$ cat src/rtl/alu_seq.sv
// alu_seq: sequences requests to an external ALU; the divide-wait timeout is built only with ALU_TIMEOUT_EN
module alu_seq #(
    parameter int N              = 32,
    parameter int ALU_OP_COUNT   = 4,
    parameter int FLAGS_COUNT    = 5,
    parameter int TIMEOUT_CYCLES = 64
) (
    input  logic                    CLK,
    input  logic                    rst,
    input  logic                    req_valid,
    output logic                    req_ready,
    input  logic [ALU_OP_COUNT-1:0] req_op,
    input  logic [N-1:0]            req_a,
    input  logic [N-1:0]            req_b,
    input  logic                    req_uns,
    output logic                    rsp_valid,
    input  logic                    rsp_ready,
    output logic [N-1:0]            rsp_result,
    output logic [N-1:0]            rsp_high,
    output logic [FLAGS_COUNT-1:0]  rsp_flags,
    output logic                    rsp_err,
    output logic [N-1:0]            alu_a,
    output logic [N-1:0]            alu_b,
    output logic [ALU_OP_COUNT-1:0] alu_opcode,
    output logic                    alu_uns,
    output logic                    alu_start,
    input  logic [N-1:0]            alu_result,
    input  logic [N-1:0]            alu_high,
    input  logic [FLAGS_COUNT-1:0]  alu_flags,
    input  logic                    alu_finished
);
    typedef enum logic [2:0] {IDLE, ISSUE, CAPTURE, DSTART, DWAIT, RESP} state_t;
    localparam logic [ALU_OP_COUNT-1:0] OP_ADD = ALU_OP_COUNT'(1);
    localparam logic [ALU_OP_COUNT-1:0] OP_MUL = ALU_OP_COUNT'(3);
    localparam logic [ALU_OP_COUNT-1:0] OP_DIV = ALU_OP_COUNT'(4);
    localparam logic [ALU_OP_COUNT-1:0] OP_NEG = ALU_OP_COUNT'(11);
    state_t                  state, next;
    logic [ALU_OP_COUNT-1:0] op_q;
    logic [N-1:0]            a_q, b_q, res_q, high_q;
    logic [FLAGS_COUNT-1:0]  flags_q;
    logic                    uns_q, err_q, first_q;
    logic                    legal, accept, done, tmo;
    assign legal  = (req_op >= OP_ADD) && (req_op <= OP_NEG);
    assign accept = (state == IDLE) && req_valid;
    // the first DWAIT cycle may still see a finished flag left over from an earlier operation
    assign done   = (state == DWAIT) && !first_q && alu_finished;
`ifdef ALU_TIMEOUT_EN
    localparam int CW = $clog2(TIMEOUT_CYCLES + 1);
    localparam logic [CW-1:0] TMAX = CW'(TIMEOUT_CYCLES - 1);
    logic [CW-1:0] cnt;
    assign tmo = (state == DWAIT) && !done && (cnt == TMAX);
    // counts cycles spent in DWAIT, cleared everywhere else
    always_ff @(posedge CLK or posedge rst) begin
        if (rst) cnt <= '0;
        else     cnt <= (state == DWAIT) ? cnt + 1'b1 : '0;
    end
`else
    assign tmo = 1'b0;
`endif
    // state register
    always_ff @(posedge CLK or posedge rst) begin
        if (rst) state <= IDLE;
        else     state <= next;
    end
    // next-state logic
    always_comb begin
        next = state;
        case (state)
            IDLE:    next = !req_valid ? IDLE : !legal ? RESP : (req_op == OP_DIV) ? DSTART : ISSUE;
            ISSUE:   next = CAPTURE;
            CAPTURE: next = RESP;
            DSTART:  next = DWAIT;
            DWAIT:   next = (done || tmo) ? RESP : DWAIT;
            RESP:    next = rsp_ready ? IDLE : RESP;
            default: next = IDLE;
        endcase
    end
    // outputs decoded from state; the ALU sees the opcode only while an operation is in flight
    always_comb begin
        req_ready  = (state == IDLE) && !rst;
        rsp_valid  = (state == RESP);
        alu_start  = (state == DSTART);
        alu_opcode = (state == ISSUE || state == CAPTURE || state == DSTART || state == DWAIT) ? op_q : '0;
    end
    assign alu_a      = a_q;
    assign alu_b      = b_q;
    assign alu_uns    = uns_q;
    assign rsp_result = res_q;
    assign rsp_high   = high_q;
    assign rsp_flags  = flags_q;
    assign rsp_err    = err_q;
    // request registers and captured response; accept clears the response so errors report zeros
    always_ff @(posedge CLK or posedge rst) begin
        if (rst) begin
            op_q    <= '0;
            a_q     <= '0;
            b_q     <= '0;
            uns_q   <= 1'b0;
            res_q   <= '0;
            high_q  <= '0;
            flags_q <= '0;
            err_q   <= 1'b0;
            first_q <= 1'b0;
        end else begin
            if (accept) begin
                op_q    <= req_op;
                a_q     <= req_a;
                b_q     <= req_b;
                uns_q   <= req_uns;
                res_q   <= '0;
                high_q  <= '0;
                flags_q <= '0;
                err_q   <= !legal;
            end
            if (state == CAPTURE) begin
                res_q   <= alu_result;
                high_q  <= (op_q == OP_MUL) ? alu_high : '0;
                flags_q <= alu_flags;
            end
            if (done) begin
                res_q   <= alu_result;
                high_q  <= alu_high;
                flags_q <= alu_flags;
            end
            if (tmo) err_q <= 1'b1;
            first_q <= (state == DSTART);
        end
    end
endmodule

$ cat config.mk
export PLATFORM = sky130hd
export DESIGN_NAME = alu_seq
export DESIGN_NICKNAME = d
export VERILOG_FILES = /design/src/rtl/alu_seq.sv
export SDC_FILE = /design/constraint.sdc
export NUM_CORES = 1
export LEC_CHECK = 0
export CAP_MARGIN = 20
export CORE_MARGIN = 2
export CORE_UTILIZATION = 43
export CTS_CLUSTER_SIZE = 20
export DETAILED_ROUTE_END_ITERATION = 10
export PLACE_DENSITY = 0.85
export SYNTH_ARGS = -nofsm -noshare
export SYNTH_HDL_FRONTEND = slang
export SYNTH_SLANG_ARGS = --single-unit
$ cat constraint.sdc
create_clock -name CLK -period 12.4 [get_ports CLK]
set_input_delay 2.48 -clock CLK [delete_from_list [all_inputs] [get_ports CLK]]
set_output_delay 2.48 -clock CLK [all_outputs]
set_load 0.01 [all_outputs]
# Word level (Yosys, flattened, before mapping)
# Cells that the tools add are included.
[totals] word_cells=48 out_inout_bits=142 regBits=143 input_bits=143
[op_classes] mux=16 eq_ne=7 order_cmp=2 reduce_logical=13
[ops] op="$mux W32" n=6
[ops] op="$pmux W3 S6" n=1
[ops] op="$mux W5" n=3
[ops] op="$mux W3" n=3
[ops] op="$eq A3 B2 Y1 const B" n=2
[ops] op="$eq A3 B3 Y1 const B" n=2
[ops] op="$logic_and A1 B1 Y1" n=5
[ops] op="$eq A4 B2 Y1 const B" n=1
[ops] op="$eq A4 B3 Y1 const B" n=1
[ops] op="$ge A4 B1 Y1 const B" n=1
[ops] op="$le A4 B4 Y1 const B" n=1
[ops] op="$mux W4" n=1
[ops] op="$eq A3 B1 Y1 const B" n=1
[ops] op="$logic_not A1 Y1" n=3
[ops] op="$logic_not A3 Y1" n=1
[ops] op="$logic_or A1 B1 Y1" n=3
[ops] op="$reduce_bool A3 Y1" n=1
[ops] op="$mux W2" n=1
[ops] op="$mux W1" n=1

# Logic depth before layout (Yosys ltp)
# Gate-level depths: netlist of the first run.
[logic_depth] ltp_word=5 ltp_mapped=7 ltp_nobuf=3

# Worst setup path before layout of the first run
# Ideal clock, no wire load.
[synth_path] path_type="input port to output port" start="input rst" end="output req_ready" path_buffers=0 cell_stages=1 t_required_ns=9.920 slack_ns=7.087 arrival_ns=2.833 cell_sequence="nor4_1"
[synth_between] elab_chain_cells=2
[synth_lines] item="from (decl)" line="9" source="input logic rst,"
[synth_lines] item="$logic_not A1 Y1 (no line)"
[synth_lines] item="$logic_and A1 B1 Y1" line="80" source="req_ready = (state == IDLE) && !rst;"
[synth_lines] item="to (decl)" line="11" source="output logic req_ready,"
# No other way between the ends.

# Final worst setup path of the first run
# Same ends and word-level chain as after synthesis.

==> out/summary.txt, run 1 <==
status: finished clean
Worst Path Required: 9.92 ns
skew final: 0.007622 ns
RePlAce Congestion: 0.7905
hold slack: 0.4699 ns
FMAX: 0.1595 GHz
Max Buffers Root-to-Sink: 2
drt first pass iters: 5
DR vias: 5245
Synth area leader: dfrtp_1
detailed-route wire length: 17540 um
R2R setup slack: 9.78 ns
DR vias/cell: 5.142
Yosys Warn Count: 0
Final nets: 979
Synth top area share: 62.98%
initial antenna violation count: 0
largest net degree at the start of global routing: 109
Worst Tran Pin Value: 0.9450 ns
total CTS buffers: 17
Total GRT Usage: 25.19%
slowest stage delay, CP: 0.60 ns
max-cap viol count: 0
Slew Limit Fails: 0
initial DRC count: 261
register bit count reported by yosys: 143
Setup crit end kind: primary output
Synth area leaders: dfrtp_1 63%, nand2_1 16%, a22o_1 5.1%
Area Overhead vs Synth: 63.66%
CTS Sinks: 143
post-CTS resize count: 0
WP data arrival: 3.79 ns
slowest stage cell, crit path: clkdlybuf4s50_1
H-tree depth: 4
Mean Syn Cell Area: 9.985 um^2
Critical Path, Cell by Cell: clkdlybuf4s50_1 -> nor4_1 -> clkdlybuf4s50_1
core box area: 12770 um^2
die width: 119.0 um
drt wl/cell: 17.19 um
CTS Hold Buffers Added: 0
clk slew on worst S/H paths: 0.06 ns
Final Setup Violations: 0
row count: 41
Post CTS Setup Buffer Count: 0
CTS tree: done
share of layout cells above drive strength 1: 5.071%
startpoint types: input pin
syn_nets: 712
post-DP HPWL: 11930 um
Core Util, Final: 72.80%
Fin Setup TNS: 0 ns
global-route wire length before repair: 28230 um
kind of critical path: in2out
Synth cell types: 28
Initial Util: 44.48%
Crit path top cell by count: clkdlybuf4s50_1
Leak: 0.004211 uW
sequential cell area fraction in the yosys report: 62.98%
synthesized cell area: 5682 um^2
area of the die: 14150 um^2
Worst Hold Class: reg2reg
Remaining Overflow, GRT: 0
worst-path fanout max: 2
Period minus WS final: 6.268 ns
worst-case vdd ir drop: 0.0001299 V
post-route ant nets: 0
Final period util: 50.55%
pwr dens: 255.7 nW/um^2
worst skew pair latency: 0.41 ns
RSZ-0062 raised after global routing: no
vias in the first global route: 5461
DRC violations left: 0
antenna fix cells: 0
Port Buffers: 284
Mapped Cells: 569
Hold Vio Cnt, Final: 0
clock root cell: clkbuf_16
I/O Pins: 285
Slew Limit Headroom: 36.87%
die height: 119.0 um
==> layout by cell type (no fill, tap or decap), types with 3 or more instances in the layout <==
cell type / count
and2_1: 6
buf_16: 4
dfrtp_1: 143
clkinvlp_4: 5
clkdlybuf4s50_1: 284
o211ai_1: 37
a22o_1: 33
bufinv_16: 3
buf_4: 3
o21ai_0: 37
nand2_1: 246
clkbuf_16: 17
==> cell usage after synthesis <==
master / count
a211o_1: 2
o21a_1: 1
buf_2: 12
or4b_1: 1
xnor2_1: 1
dfrtp_1: 143
a22o_1: 33
inv_1: 3
a21o_1: 1
nand2_1: 246
nor2b_1: 2
a31oi_1: 1
nor3_1: 2
nor4bb_1: 1
and2_1: 6
and4bb_2: 1
o21ai_0: 37
clkbuf_1: 26
nor4_1: 1
buf_6: 4
nor2_1: 1
a211oi_2: 1
or4_1: 1
a21oi_1: 1
buf_1: 2
o211ai_1: 37
nor4b_4: 1
nor3b_1: 1
==> area by class of cell <==
type / instances / area, um^2
clock inverter: 10 / 137.6
clock buffer: 21 / 460.4
sequential: 143 / 3578
fill: 846 / 3475
tap: 172 / 215.2
timing repair buffer: 292 / 2990
inverter: 3 / 16.27
multi-input combinational: 379 / 1901
==> power breakdown <==
part / total, uW / internal [uW] / switching [uW]
Clock: 512 / 325 / 187
Combinational: 1060 / 552 / 511
Sequential: 802 / 672 / 130
Total: 2380 / 1550 / 828
==> kinds of logic (layout without fill, tap and decap cells) <==
logic type                after synthesis  in the layout  share of synthesized area [%]
xor gates and xnor gates                1              1                         0.1542
and+or+nand+nor                       264            264                          18.74
DFF                                   143            143                          62.98
AOI/OAI and AO/OA                     114            114                          14.23
buffers and inverters                  47            326                          3.898
==> per-layer routing <==
layer  routed length, um  vias to the layer above  part of all wire, %  track usage, %
met5                   0                        -                    0               0
met4                 490                        0                  2.8           10.79
met3                1471                       38                  8.4           8.812
met2                8556                      242                   49           40.48
met1                7018                     2540                   40           30.84
li1                    -                     2425                    -               -
==> final timing paths <==
kind / startpoint / end / cells past startpoint
min in group asynchronous: rst / rsp_high[15] / 2
min reg2reg: alu_b[25] / alu_b[25] / 2
max reg2reg: state[2] / rsp_high[11] / 4
max in group asynchronous: rst / alu_b[2] / 4
max: rst / req_ready / 3
min: alu_b[25] / alu_b[25] / 2
==> critical path, delay by kind of cell <==
family / cells / cell delay (ns)
buffers and inverters: 2 / 1.10
and+or+nand+nor: 1 / 0.22
==> through the flow <==
stage	cells	worst slack (ns)	total power, uW	cell area, um^2
after floorplan	569	6.082	1278	5682
after global placement	984	6.136	1795	8576
after detailed placement	985	6.130	1850	8591
after CTS	1016	6.119	2371	9189
after global routing	1020	6.043	2522	9299
final	1020	6.132	2377	9299
==> flip-flops by register name, indices dropped and copies added, names as in the netlist <==
| name | flops |
|---|---|
| state | 3 |
| op_q | 4 |
| first_q | 1 |
| rsp_high | 32 |
| rsp_flags | 5 |
| rsp_result | 32 |
| alu_uns | 1 |
| alu_b | 32 |
| rsp_err | 1 |
| alu_a | 32 |
Power figures use the tool's default switching activity.
==> run 2, diff against run 1 <==
Settings changed: CORE_UTILIZATION 43 to 36, PLACE_DENSITY 0.85 to 0.76.
Clock period 12.4 ns to 5.15 ns, I/O delays scaled along.
==> out/summary.txt, run 2 (synthesized netlist as in run 1, its figures left out) <==
status: finished clean
Clock Power Share: 21.5% (about the same)
antenna fix cells: 0 (unchanged)
worst setup margin: 1.840 ns (-4.292 ns)
kind of critical path: in2out
core box area: 15310 um^2 (+20%)
CTS Sinks: 143 (unchanged)
slowest stage cell, crit path: clkdlybuf4s50_1
clk slew on worst S/H paths: 0.06 ns (about the same)
I/O Pins: 285 (unchanged)
worst-path fanout max: 2 (unchanged)
largest net degree at the start of global routing: 80 (-27%)
Slew Limit Headroom: 49.99% (+13 points)
drt first pass iters: 5 (unchanged)
worst-case vdd ir drop: 0.0003043 V (+130%)
slowest stage delay, CP: 0.58 ns (-0.02 ns)
Port Buffers: 284 (unchanged)
detailed-route wire length: 17430 um (-0.63%)
FMAX: 0.3021 GHz
Finished Layout Cells: 1062 (+4.1%)
total CTS buffers: 17 (unchanged)
Reg power frac: 33.6% (about the same)
clock root cell: clkbuf_16
pwr dens: 609.0 nW/um^2 (+140%)
Final period util: 64.27%
filler cell count: 1313 (+55%)
post-DP HPWL: 11740 um (-1.6%)
drt wl/cell: 16.41 um (-4.6%)
row count: 45 (+9.8%)
share of layout cells above drive strength 1: 5.640% (+0.57 points)
Cells after DPL: 1030 (+4.6%)
Slew Limit Fails: 0 (unchanged)
Leak: 0.004212 uW (about the same)
H-tree depth: 4 (unchanged)
Worst Path Required: 4.12 ns (-5.80 ns)
DR vias: 5127 (-2.2%)
Max Buffers Root-to-Sink: 2 (unchanged)
initial antenna violation count: 0 (unchanged)
most frequent cells in the layout: 284 x clkdlybuf4s50_1, 246 x nand2_1, 143 x dfrtp_1
P_sw: 2037 uW (+150%)
DR vias/cell: 4.828 (-6.1%)
initial DRC count: 211 (-19%)
skew final: 0.01067 ns (+0.003051 ns)
post-place setup slack: 1.829 ns (-4.302 ns)
Crit path top cell by count: clkdlybuf4s50_1
Post CTS Setup Buffer Count: 0 (unchanged)
post-CTS resize count: 0 (unchanged)
global-route wire length before repair: 26900 um (-4.7%)
Critical Path, Cell by Cell: clkdlybuf4s50_1 -> nor4_1 -> clkdlybuf4s50_1
vias in the first global route: 4948 (-9.4%)
DRC violations left: 0 (unchanged)
Initial Util: 37.10% (-7.4 points)
Worst Tran Pin Value: 0.7502 ns (-0.1948 ns)
die width: 129.6 um (+9.0%)
worst skew pair latency: 0.42 ns (about the same)
RSZ-0062 raised after global routing: no
most common cell after layout, fill and taps aside: clkdlybuf4s50_1
Comb power frac: 45.0% (+0.3 points)
max-cap viol count: 0 (unchanged)
area of the die: 16800 um^2 (+19%)
post-route ant nets: 0 (unchanged)
startpoint types: input pin
Setup crit end kind: primary output
CP bufs+invs: 2 (unchanged)
Worst Hold Class: reg2reg
CTS Hold Buffers Added: 0 (unchanged)
die height: 129.6 um (+9.0%)
Hold Vio Cnt, Final: 0 (unchanged)
RePlAce Congestion: 0.7548 (-4.5%)
Fin Setup TNS: 0 ns (unchanged)
Area Overhead vs Synth: 63.71% (about the same)
switch share: 35.96% (+1.1 points)
Remaining Overflow, GRT: 0 (unchanged)
Total GRT Usage: 20.74% (-4.5 points)
crit-path leading delay family: buffers and inverters
Final Setup Violations: 0 (unchanged)
Final nets: 981 (+0.20%)
Pint: 3627 uW (+130%)
WP data arrival: 2.28 ns (-1.51 ns)
CTS tree: done
Period minus WS final: 3.310 ns
-- run 2: cell count changes in the layout (fill, tap and decap cells not counted) --
cell and change:
clkbuf_8 -1, buf_16 -2, buf_4 +5, inv_8 +3, clkinvlp_4 -3, clkinv_2 -1, buf_8 -1, clkbuf_1 -2
clkinv_4 +2, bufinv_16 -2, inv_6 +5
-- run 2: path summary, 6_finish.rpt --
| kind | slack [ns] | depth (start not counted) | startpoint | to |
|---|---|---|---|---|
| max | 1.84 | 3 | rst | req_ready |
| min | 0.47 | 2 | alu_b[3] | alu_b[3] |
| max reg2reg | 3.00 | 4 | state[2] | state[2] |
| min reg2reg | 0.47 | 2 | alu_b[3] | alu_b[3] |
| max in group asynchronous | 3.01 | 3 | rst | first_q |
| min in group asynchronous | 1.15 | 2 | rst | rsp_high[2] |
-- run 2: power groups by stage --
stage	combinational (uW)	sequential [uW]	clock (uW)
3_5_place_dp	2580	1910	0
4_1_cts	2580	1900	1240
6_report	2550	1900	1220
5_1_grt	2790	1960	1290
3_3_place_gp	2490	1910	0
2_1_floorplan	996	2080	0
-- run 2: tightest hold or removal path, stage by stage, from the launching register on --
cell and delay [ns]:
dfrtp_1 0.34, nand2_1 0.05, nand2_1 0.05
-- run 2: layer usage --
metal	global-route usage, %	vias to the layer above	part of all wire [%]
met5	0	-	0
met4	8.033	0	2.4
met3	7.969	29	9.8
met2	33.32	234	48
met1	25.35	2424	40
li1	-	2440	-
-- run 2: area by class of cell --
class / instances / area, um^2 / share of cell area [%]
sequential: 143 / 3578 / 38.47
timing repair buffer: 294 / 2958 / 31.80
multi-input combinational: 379 / 1901 / 20.43
clock buffer: 18 / 439.2 / 4.722
tap: 211 / 264.0 / 2.838
clock inverter: 14 / 145.1 / 1.560
inverter: 3 / 16.27 / 0.1749
-- run 2: per-stage QoR --
step                utilization, %  cell area, um^2  power [uW]  hold WS [ns]
floorplan                        -             5682        3077        0.4507
global placement             56.56             8662        4395        0.4558
detailed placement           56.92             8717        4492        0.4614
CTS                          60.74             9301        5731        0.4766
global route                 60.74             9301        6039        0.4853
finish                       60.74             9301        5664        0.4709
==> run 3, diff against run 2 <==
Settings changed: CORE_UTILIZATION 36 to 40, PLACE_DENSITY 0.76 to 0.8.
Clock period 5.15 ns to 3.1 ns, I/O delays scaled along.
==> out/summary.txt, run 3 (synthesized netlist as in run 1, its figures left out) <==
status: finished clean
max-cap viol count: 0 (unchanged)
die height: 123.2 um (-5.0%)
CTS Sinks: 143 (unchanged)
R2R setup slack: 0.90 ns (-2.10 ns)
largest net degree at the start of global routing: 71 (-11%)
area of the die: 15170 um^2 (-9.7%)
Core Util, Final: 67.15% (+6.4 points)
Worst Tran Pin Value: 0.7523 ns (+0.002121 ns)
DRC violations left: 0 (unchanged)
Pwr Total: 9522 uW (+68%)
Reg power frac: 33.7% (about the same)
Max Buffers Root-to-Sink: 2 (unchanged)
drt first pass iters: 4 (-1)
CTS tree: done
Total GRT Usage: 22.70% (+2.0 points)
total CTS buffers: 17 (unchanged)
I/O Pins: 285 (unchanged)
R2R depth: 5 (+1)
post-DP HPWL: 12070 um (+2.8%)
Slew Limit Fails: 0 (unchanged)
Hold Vio Cnt, Final: 0 (unchanged)
post-route cell area: 9321 um^2 (+0.22%)
Port Buffers: 284 (unchanged)
vias in the first global route: 5320 (+7.5%)
Clock Power Share: 22.2% (+0.7 points)
Pint: 6212 uW (+71%)
DR vias: 5235 (+2.1%)
worst skew pair latency: 0.41 ns (about the same)
WP data arrival: 2.04 ns (-0.24 ns)
filler cell count: 1054 (-20%)
die width: 123.2 um (-5.0%)
share of layout cells above drive strength 1: 5.862% (+0.22 points)
Comb power frac: 44.2% (-0.8 points)
Worst Path Required: 2.48 ns (-1.64 ns)
hold path depth: 2 (unchanged)
detailed-route wire length: 16990 um (-2.5%)
switch share: 34.76% (-1.2 points)
Final period util: 85.90%
RSZ-0062 raised after global routing: no
Slew Limit Headroom: 49.85% (-0.14 points)
drt wl/cell: 16.45 um (+0.22%)
global-route wire length before repair: 26530 um (-1.4%)
Setup crit end kind: primary output
P_sw: 3310 uW (+63%)
worst-case vdd ir drop: 0.0004557 V (+50%)
most common cell after layout, fill and taps aside: clkdlybuf4s50_1
initial antenna violation count: 0 (unchanged)
FMAX: 0.3755 GHz
row count: 43 (-4.4%)
Final nets: 983 (+0.20%)
Leak: 0.004229 uW (+0.40%)
post-route ant nets: 0 (unchanged)
Post CTS Setup Buffer Count: 0 (unchanged)
CTS Hold Buffers Added: 0 (unchanged)
RePlAce Congestion: 0.7839 (+3.9%)
Worst Hold Class: reg2reg
pwr dens: 1022 nW/um^2 (+68%)
clk slew on worst S/H paths: 0.06 ns (about the same)
Remaining Overflow, GRT: 0 (unchanged)
skew final: 0.005267 ns (-0.005406 ns)
worst-path fanout max: 10 (+8)
Final Setup Violations: 0 (unchanged)
initial DRC count: 306 (+45%)
clock root cell: clkbuf_16
Initial Util: 40.93% (+3.8 points)
Area Overhead vs Synth: 64.06%
kind of critical path: reg2out
Fin Setup TNS: 0 ns (unchanged)
DR vias/cell: 5.068 (+5.0%)
core box area: 13880 um^2 (-9.4%)
startpoint types: flip-flop
Cell Area, Placed: 8670 um^2 (-0.55%)
hold slack: 0.4723 ns (+0.001390 ns)
antenna fix cells: 0 (unchanged)
Period minus WS final: 2.663 ns
post-CTS resize count: 0 (unchanged)
H-tree depth: 4 (unchanged)
most frequent cells in the layout: 284 x clkdlybuf4s50_1, 246 x nand2_1, 143 x dfrtp_1
run 3: power groups by stage:
stage                     sequential (uW)  clock, uW  combinational (uW)
after detailed placement             3220          0                4210
after global placement               3190          0                4080
after floorplan                      3460          0                1650
final                                3200       2110                4200
after CTS                            3210       2160                4230
after global routing                 3290       2260                4600
run 3: path summary, 6_finish.rpt:
path	endpoint	start
max	alu_opcode[2]	state[0]
max in group asynchronous	alu_b[16]	rst
min reg2reg	alu_a[12]	alu_a[12]
min	alu_a[12]	alu_a[12]
min in group asynchronous	first_q	rst
max reg2reg	rsp_result[23]	state[1]
run 3: cell type report:
type                    instances  area (um^2)  share of cell area, %
clock buffers                  20        466.7                  5.007
clock inverters                12        157.7                  1.691
inverters                       3        15.01                 0.1611
multi-input cells             379         1901                  20.39
flip-flops and latches        143         3578                  38.39
well taps                     180        225.2                  2.416
repair buffers                296         2978                  31.95
run 3: routing by layer:
metal	vias to the layer above	global-route usage (%)	part of all wire, %
met5	-	0	0
met4	0	9.375	2.5
met3	31	7.980	9.6
met2	248	37.81	49
met1	2522	26.68	39
li1	2434	-	-
run 3: through the flow:
step | std cells | worst slack [ns]
after floorplan | 569 | 0.6889
after global placement | 1000 | 0.5714
after detailed placement | 1000 | 0.4419
after CTS | 1032 | 0.4071
after global routing | 1033 | 0.2933
final | 1033 | 0.4370
run 3: critical path, stage by stage (launching register included):
cell and delay (ns):
dfrtp_1 0.58, nor2_1 0.09, xnor2_1 0.23, and2_1 0.16, clkdlybuf4s50_1 0.56
